--- src/rtl/uart_rx_fsm.sv ---
// UART receive frame controller: start detection, oversample/bit counters and checker sequencing.
// Optional frame error counter enabled with `define UART_RX_ERR_CNT_EN.
module uart_rx_fsm #(
  parameter int unsigned DATA_WIDTH = 8,
  parameter int unsigned PRESC_W    = 6
) (
  input  logic               CLK,
  input  logic               RST,
  input  logic               RX_IN,
  input  logic [PRESC_W-1:0] Prescale,
  input  logic               PAR_EN,
  input  logic               par_err,
  input  logic               strt_glitch,
  input  logic               stp_err,
  output logic [PRESC_W-1:0] edge_cnt,
  output logic [3:0]         bit_cnt,
  output logic               data_samp_en,
  output logic               strt_chk_en,
  output logic               deser_en,
  output logic               parity_checker_enable,
  output logic               stp_chk_en,
  output logic               data_valid
`ifdef UART_RX_ERR_CNT_EN
  ,
  output logic [7:0]         frame_err_cnt
`endif
);

  typedef enum logic [2:0] {
    S_IDLE,
    S_START,
    S_DATA,
    S_PARITY,
    S_STOP,
    S_ERR_CHK
  } state_t;

  state_t             r_state;
  state_t             w_next_state;
  logic [PRESC_W-1:0] r_presc;
  logic [PRESC_W-1:0] r_edge_cnt;
  logic [PRESC_W-1:0] w_edge_nxt;
  logic [3:0]         r_bit_cnt;
  logic [3:0]         w_bit_nxt;
  logic               w_load_presc;
  logic [PRESC_W-1:0] w_cp;
  logic               w_at_cp;
  logic               w_last_edge;
  logic               w_counting;
  logic               w_frame_ok;

  // Checker strobe point: first cycle after the 3-sample majority window.
  assign w_cp        = (r_presc >> 1) + PRESC_W'(2);
  assign w_at_cp     = (r_edge_cnt == w_cp);
  assign w_last_edge = (r_edge_cnt == r_presc - PRESC_W'(1));
  assign w_counting  = (r_state != S_IDLE) && (r_state != S_ERR_CHK);
  assign w_frame_ok  = !stp_err && (!PAR_EN || !par_err);

  always_ff @(posedge CLK or negedge RST) begin
    if (!RST) begin
      r_state    <= S_IDLE;
      r_edge_cnt <= '0;
      r_bit_cnt  <= '0;
      r_presc    <= '0;
    end else begin
      r_state    <= w_next_state;
      r_edge_cnt <= w_edge_nxt;
      r_bit_cnt  <= w_bit_nxt;
      if (w_load_presc) begin
        r_presc <= Prescale;
      end
    end
  end

  always_comb begin
    w_next_state = r_state;
    w_edge_nxt   = r_edge_cnt;
    w_bit_nxt    = r_bit_cnt;
    w_load_presc = 1'b0;

    if (w_counting) begin
      if (w_last_edge) begin
        w_edge_nxt = '0;
        w_bit_nxt  = r_bit_cnt + 4'd1;
      end else begin
        w_edge_nxt = r_edge_cnt + PRESC_W'(1);
      end
    end

    case (r_state)
      S_IDLE: begin
        if (!RX_IN) begin
          w_next_state = S_START;
          w_load_presc = 1'b1;
          w_edge_nxt   = '0;
          w_bit_nxt    = '0;
        end
      end
      S_START: begin
        if (w_last_edge) begin
          if (strt_glitch) begin
            w_next_state = S_IDLE;
            w_edge_nxt   = '0;
            w_bit_nxt    = '0;
          end else begin
            w_next_state = S_DATA;
          end
        end
      end
      S_DATA: begin
        if (w_last_edge && (r_bit_cnt == 4'(DATA_WIDTH))) begin
          w_next_state = PAR_EN ? S_PARITY : S_STOP;
        end
      end
      S_PARITY: begin
        if (w_last_edge) begin
          w_next_state = S_STOP;
        end
      end
      S_STOP: begin
        // Leave after the stop sample; the rest of the stop bit is idle-high line time.
        if (w_at_cp) begin
          w_next_state = S_ERR_CHK;
        end
      end
      S_ERR_CHK: begin
        w_next_state = S_IDLE;
        w_edge_nxt   = '0;
        w_bit_nxt    = '0;
      end
      default: begin
        w_next_state = S_IDLE;
        w_edge_nxt   = '0;
        w_bit_nxt    = '0;
      end
    endcase
  end

  always_comb begin
    data_samp_en          = 1'b0;
    strt_chk_en           = 1'b0;
    deser_en              = 1'b0;
    parity_checker_enable = 1'b0;
    stp_chk_en            = 1'b0;
    data_valid            = 1'b0;
    case (r_state)
      S_START: begin
        data_samp_en = 1'b1;
        strt_chk_en  = w_at_cp;
      end
      S_DATA: begin
        data_samp_en          = 1'b1;
        deser_en              = w_at_cp;
        parity_checker_enable = w_at_cp;
      end
      S_PARITY: begin
        data_samp_en          = 1'b1;
        parity_checker_enable = w_at_cp;
      end
      S_STOP: begin
        data_samp_en = 1'b1;
        stp_chk_en   = w_at_cp;
      end
      // Decoded from the registered state and registered checker flags: a clean 1-cycle strobe.
      S_ERR_CHK: data_valid = w_frame_ok;
      default:   data_valid = 1'b0;
    endcase
  end

  assign edge_cnt = r_edge_cnt;
  assign bit_cnt  = r_bit_cnt;

`ifdef UART_RX_ERR_CNT_EN
  logic [7:0] r_err_cnt;
  logic       w_err_event;

  assign w_err_event = ((r_state == S_ERR_CHK) && !w_frame_ok) ||
                       ((r_state == S_START) && w_last_edge && strt_glitch);

  always_ff @(posedge CLK or negedge RST) begin
    if (!RST) begin
      r_err_cnt <= '0;
    end else if (w_err_event && (r_err_cnt != '1)) begin
      r_err_cnt <= r_err_cnt + 8'd1;
    end
  end

  assign frame_err_cnt = r_err_cnt;
`endif

  a_presc_legal: assert property (@(posedge CLK) disable iff (!RST)
    ((r_state == S_IDLE) && !RX_IN) |->
      ((Prescale == PRESC_W'(8)) || (Prescale == PRESC_W'(16)) || (Prescale == PRESC_W'(32))));

  a_valid_single: assert property (@(posedge CLK) disable iff (!RST)
    data_valid |=> !data_valid);

endmodule

--- config.mk ---
export PLATFORM = sky130hd
export DESIGN_NAME = uart_rx_fsm
export DESIGN_NICKNAME = d
export VERILOG_FILES = /design/src/rtl/uart_rx_fsm.sv
export SDC_FILE = /design/constraint.sdc
export NUM_CORES = 1
export LEC_CHECK = 0
export CORE_MARGIN = 2
export CORE_UTILIZATION = 46
export DETAILED_ROUTE_END_ITERATION = 16
export GPL_TIMING_DRIVEN = 0
export HOLD_SLACK_MARGIN = 0.03
export MAX_ROUTING_LAYER = met4
export PLACE_DENSITY = 0.85
export SYNTH_ARGS = -nofsm -noshare
export SYNTH_HDL_FRONTEND = slang
export SYNTH_SLANG_ARGS = --single-unit
--- constraint.sdc ---
create_clock -name CLK -period 2.5 [get_ports CLK]
set_clock_uncertainty 0.2 [all_clocks]
set_input_delay 0.5 -clock CLK [delete_from_list [all_inputs] [get_ports CLK]]
set_output_delay 0.5 -clock CLK [all_outputs]
set_load 0.01 [all_outputs]
# Word level (Yosys, flattened, before mapping)
# Index checks and enable logic that the tools add are counted.
totals:
  ff_bits: 19
  in_bits: 13
  out_inout_bits: 16
  word_cells: 63
classes:
  add_sub_neg: 4
  n_eq_ne: 14
  mux: 28
  reduce_logical: 13
ops:
  columns: ["operator", "n"]
  rows:
  - ["$mux 6", 5]
  - ["$mux 4", 5]
  - ["$mux 3", 6]
  - ["$pmux 6 s3", 1]
  - ["$pmux 3 s5", 1]
  - ["$eq 6x6->1", 2]
  - ["$pmux 4 s3", 1]
  - ["$ne 2x2->1 const B", 5]
  - ["$mux 1", 8]
  - ["$add 5x2->6 const B", 1]
  - ["$add 6x1->6 const B", 1]
  - ["$eq 3x2->1 const B", 2]
  - ["$eq 3x3->1 const B", 2]
  - ["$sub 6x1->6 const B", 1]
  - ["$reduce_and 5->1", 1]
  - ["$add 4x1->4 const B", 1]
  - ["$eq 4x4->1 const B", 1]
  - ["$reduce_or 4->1", 1]
  - ["$eq 3x1->1 const B", 1]
  - ["$logic_and 1x1->1", 3]
  - ["$logic_not 1->1", 3]
  - ["$logic_not 3->1", 1]
  - ["$ne 3x3->1 const B", 1]
  - ["$reduce_bool 3->1", 1]
  - ["other kinds (4)", 4]

# Depth between registers and ports, before layout
depth:
  word_depth: 7
  depth_mapped: 8
  mapped_depth_nobuf: 8

# Least setup slack after synthesis
# OpenSTA, ideal clock, no wires.
synth_path:
  kind: "flip-flop to output port"
  start: "reg r_presc[2]"
  end: "out deser_en"
  arrival_ns: 1.636
  required_ns: 1.800
  slack_ns: 0.164
  path_stages_with_launch: 7
  path_buffers: 0
  cell_sequence: "dfrtp_1 > inv_1 > ha_1 > xor2_1 > nor3_1 > o211ai_1 > nor3_1"
synth_between:
  elab_chain_cells: 3
synth_rtl:
  columns: ["item", "line_no", "rtl"]
  rows:
  - ["start: declaration", "40", "logic [PRESC_W-1:0] r_presc;"]
  - ["start signal: assignment", "70", "r_presc <= Prescale;"]
  - ["$add 5x2->6", "53", "assign w_cp = (r_presc >> 1) + PRESC_W'(2);"]
  - ["$eq 6x6->1", "54", "assign w_at_cp = (r_edge_cnt == w_cp);"]
  - ["$mux 1", "146", "case (r_state)"]
  - ["end: declaration", "19", "output logic deser_en,"]
# No other way between the ends.

# Worst setup path after layout
# Same ends and word-level chain as after synthesis.

==> summary.md <==
| Metric | Value |
|---|---|
| DP Worst Slack | -0.560 ns |
| Final worst setup slack | -0.209 ns |
| Synthesis-stage register bit count | 19 |
| Number of port buffers | 28 |
| Multi-input logic area | 852 um2 |
| Commonest non-fill, non-tap cell in the layout | clkdlybuf4s50_1 |
| FILL cells | 231 |
| Hold path depth | 2 |
| Hold WC Path Type | reg2reg |
| Core ar. | 2760 um2 |
| First-pass GRT wire length | 5320 um |
| Pre-antenna DRT Iters | 4 |
| CP required | 1.80 ns |
| Achievable frequency | 369 MHz |
| Placer's final routability congestion estimate | 0.842 |
| R2R cell count | 8 |
| Met2 Use GR | 35.9% |
| Final #Nets | 210 |
| Placed cell area | 1640 um2 |
| Hold Path Sink | bit_cnt[1] |
| Pwr/cell area | 1180 nW/um2 |
| I/O pins | 29 |
| Final Core Density | 64.9% |
| Syn. warnings | 0 |
| Row count | 19 |
| Synth cell types | 36 |
| Root Buffer | clkbuf_4 |
| Prevailing post-synth register cell | dfrtp_1 |
| CTS Sinks | 19 |
| Final setup fails | 4 |
| Routed Antenna Nets | 0 |
| Period utilisation layout | 108% |
| Initial antenna violation count | 0 |
| Cells after synthesis | 150 |
| Wire per inst | 15.2 um |
| Commonest cells after routing, fill and taps aside | clkdlybuf4s50_1 (23), dfrtp_1 (16), xnor2_1 (12) |
| CTS HTree Levels | 1 |
| Latest clock arrival within the worst-skew pair | 0.31 ns |
| Setup TNS | -0.573 ns |
| Register area | 479 um2 |
| Synth async-reset ratio | 100% |
| Die height | 57.7 um |
| Post-layout min period | 2.71 ns |
| # DRC | 0 |
| Crit path DAT | 2.01 ns |
| CTS tree | built |
| Detailed Route WL | 3340 um |
| CP Capture Type | output port |
| Number of diodes | 0 |
| Pins over their slew limit | 0 |
| RSZ-0062 raised after global routing | true |
| Via count | 1262 |
| CTS Buffer Depth | 2 |
| Share of cells above drive strength 1 | 23.8% |
| Hold Fails Final Rpt | 0 |
| Die area | 3330 um2 |
| Hold Path Origin | bit_cnt[1] |
| Worst-Margin Slew | 0.908 ns |
| Crit start category | flop |
| Status | finished, violations left |
| Vias in the first global route | 1231 |
| Grt ovf | 0 |
| Initial Util | 48.0% |
| GR peak layer | met2 |
| Post-synth EDFFs | 0 |
| Failing checks | setup timing |
| R2R Path Start | r_presc[0] |
| Syn-to-layout area delta | 35.1% |
| Syn Area/Cell | 8.83 um2 |
| Synth Cell Area | 1330 um2 |
| Crit-path max FO | 4 |
| FF-to-FF End | bit_cnt[3] |
| Cts bufs inserted | 3 |
| Leakage | 0.000732 uW |
| GRT met1 Usage | 24.9% |
| Met3 usage | 2.68% |
| Synth Net Count | 170 |
| Final HPWL DP | 2220 um |
| Clock-pin slew on the worst setup and hold paths | 0.11 ns |
| Post-DR vias/cell | 5.74 |
| CP Class | reg2out |
| Flop-to-flop setup slack | 0.10 ns |
| Slew HR | 39.3% |
| Post-route cell area | 1790 um2 |
| Gr usage total | 20.8% |
| Die W | 57.7 um |
| Largest net degree at the start of global routing | 20 |
| Max cap viols | 0 |
| Worst vdd ir | 0.941 mV |
| DRT iter0 DRCs | 27 |
| Post-synthesis sequential area ratio | 35.9% |
-- through the flow --
stage	hold WS, ns	std cells	total power, uW
CTS	0.413	218	1990
global placement	0.387	209	1650
detailed placement	0.399	209	1710
global route	0.447	220	2260
finish	0.412	220	2120
floorplan	0.00441	150	1390
-- cells in the mapped netlist, types with 3 or more instances --
cell type	n	area (um2)
xor2_1	7	61.3
dfrtp_1	19	475
o21ai_0	10	50.1
a21oi_1	9	45.0
nor3_1	11	55.1
nand4_1	7	43.8
xnor2_1	12	105
nand2_1	12	45.0
buf_2	3	15.0
inv_1	10	37.5
nor2_1	11	41.3
ha_1	7	87.6
-- worst max-delay path by stage --
stage | slack [ns] | to | depth (start not counted) | startpoint
2_1_floorplan | 0.16 | deser_en | 6 | r_presc[2]
3_3_place_gp | -0.48 | deser_en | 7 | r_presc[2]
3_5_place_dp | -0.56 | deser_en | 7 | r_presc[2]
4_1_cts | -0.14 | deser_en | 8 | r_presc[2]
5_1_grt | -0.27 | deser_en | 8 | r_presc[2]
6_report | -0.21 | deser_en | 8 | r_presc[2]
-- timing repair --
| action | in CTS | in global routing |
|---|---|---|
| hold buffers | 0 | 0 |
| buffers inserted | 6 | 2 |
| pin swaps | 7 | 7 |
| endpoints found under the setup margin | 5 | 12 |
| gates cloned | 0 | 0 |
| resized for setup | 28 | 12 |
-- registers in the layout, indices dropped and copies added, names as in the netlist --
register / count
bit_cnt: 4
r_presc: 6
edge_cnt: 6
r_state: 3
-- power breakdown --
| part | total, uW | internal [uW] | switching [uW] |
|---|---|---|---|
| clock | 164 | 62.3 | 101 |
| combinational | 1380 | 668 | 708 |
| sequential | 580 | 423 | 157 |
| total | 2120 | 1150 | 966 |
-- area by class of cell --
cell class	instances	share of cell area (%)
clock buffers	4	1.47
repair buffers	36	18.2
inverters	10	2.10
multi-input cells	115	47.6
well taps	31	2.17
plain buffers	5	1.68
flip-flops and latches	19	26.8
-- critical path, stage by stage (launching register included) --
cell	delay, ns
dfrtp_2	0.44
buf_6	0.13
buf_4	0.15
xnor2_1	0.14
nor3_2	0.21
o211ai_1	0.15
buf_4	0.18
nor3_2	0.15
buf_2	0.15
-- per-layer routing --
metal	routed length (um)	part of all wire [%]
met5	0	0
met4	72	2.2
met3	174	5.2
met2	1700	51
met1	1390	42
-- cell families after synthesis --
logic type	synth area share, %
AND/OR/NAND/NOR	22.5
AO/OA/AOI/OAI	12.2
XOR/XNOR	15.0
flip-flops	35.9
buffers and inverters	5.38
adder cells (fa/ha/maj)	6.61
multiplexers	2.46
(Power assumes the default switching activity.)
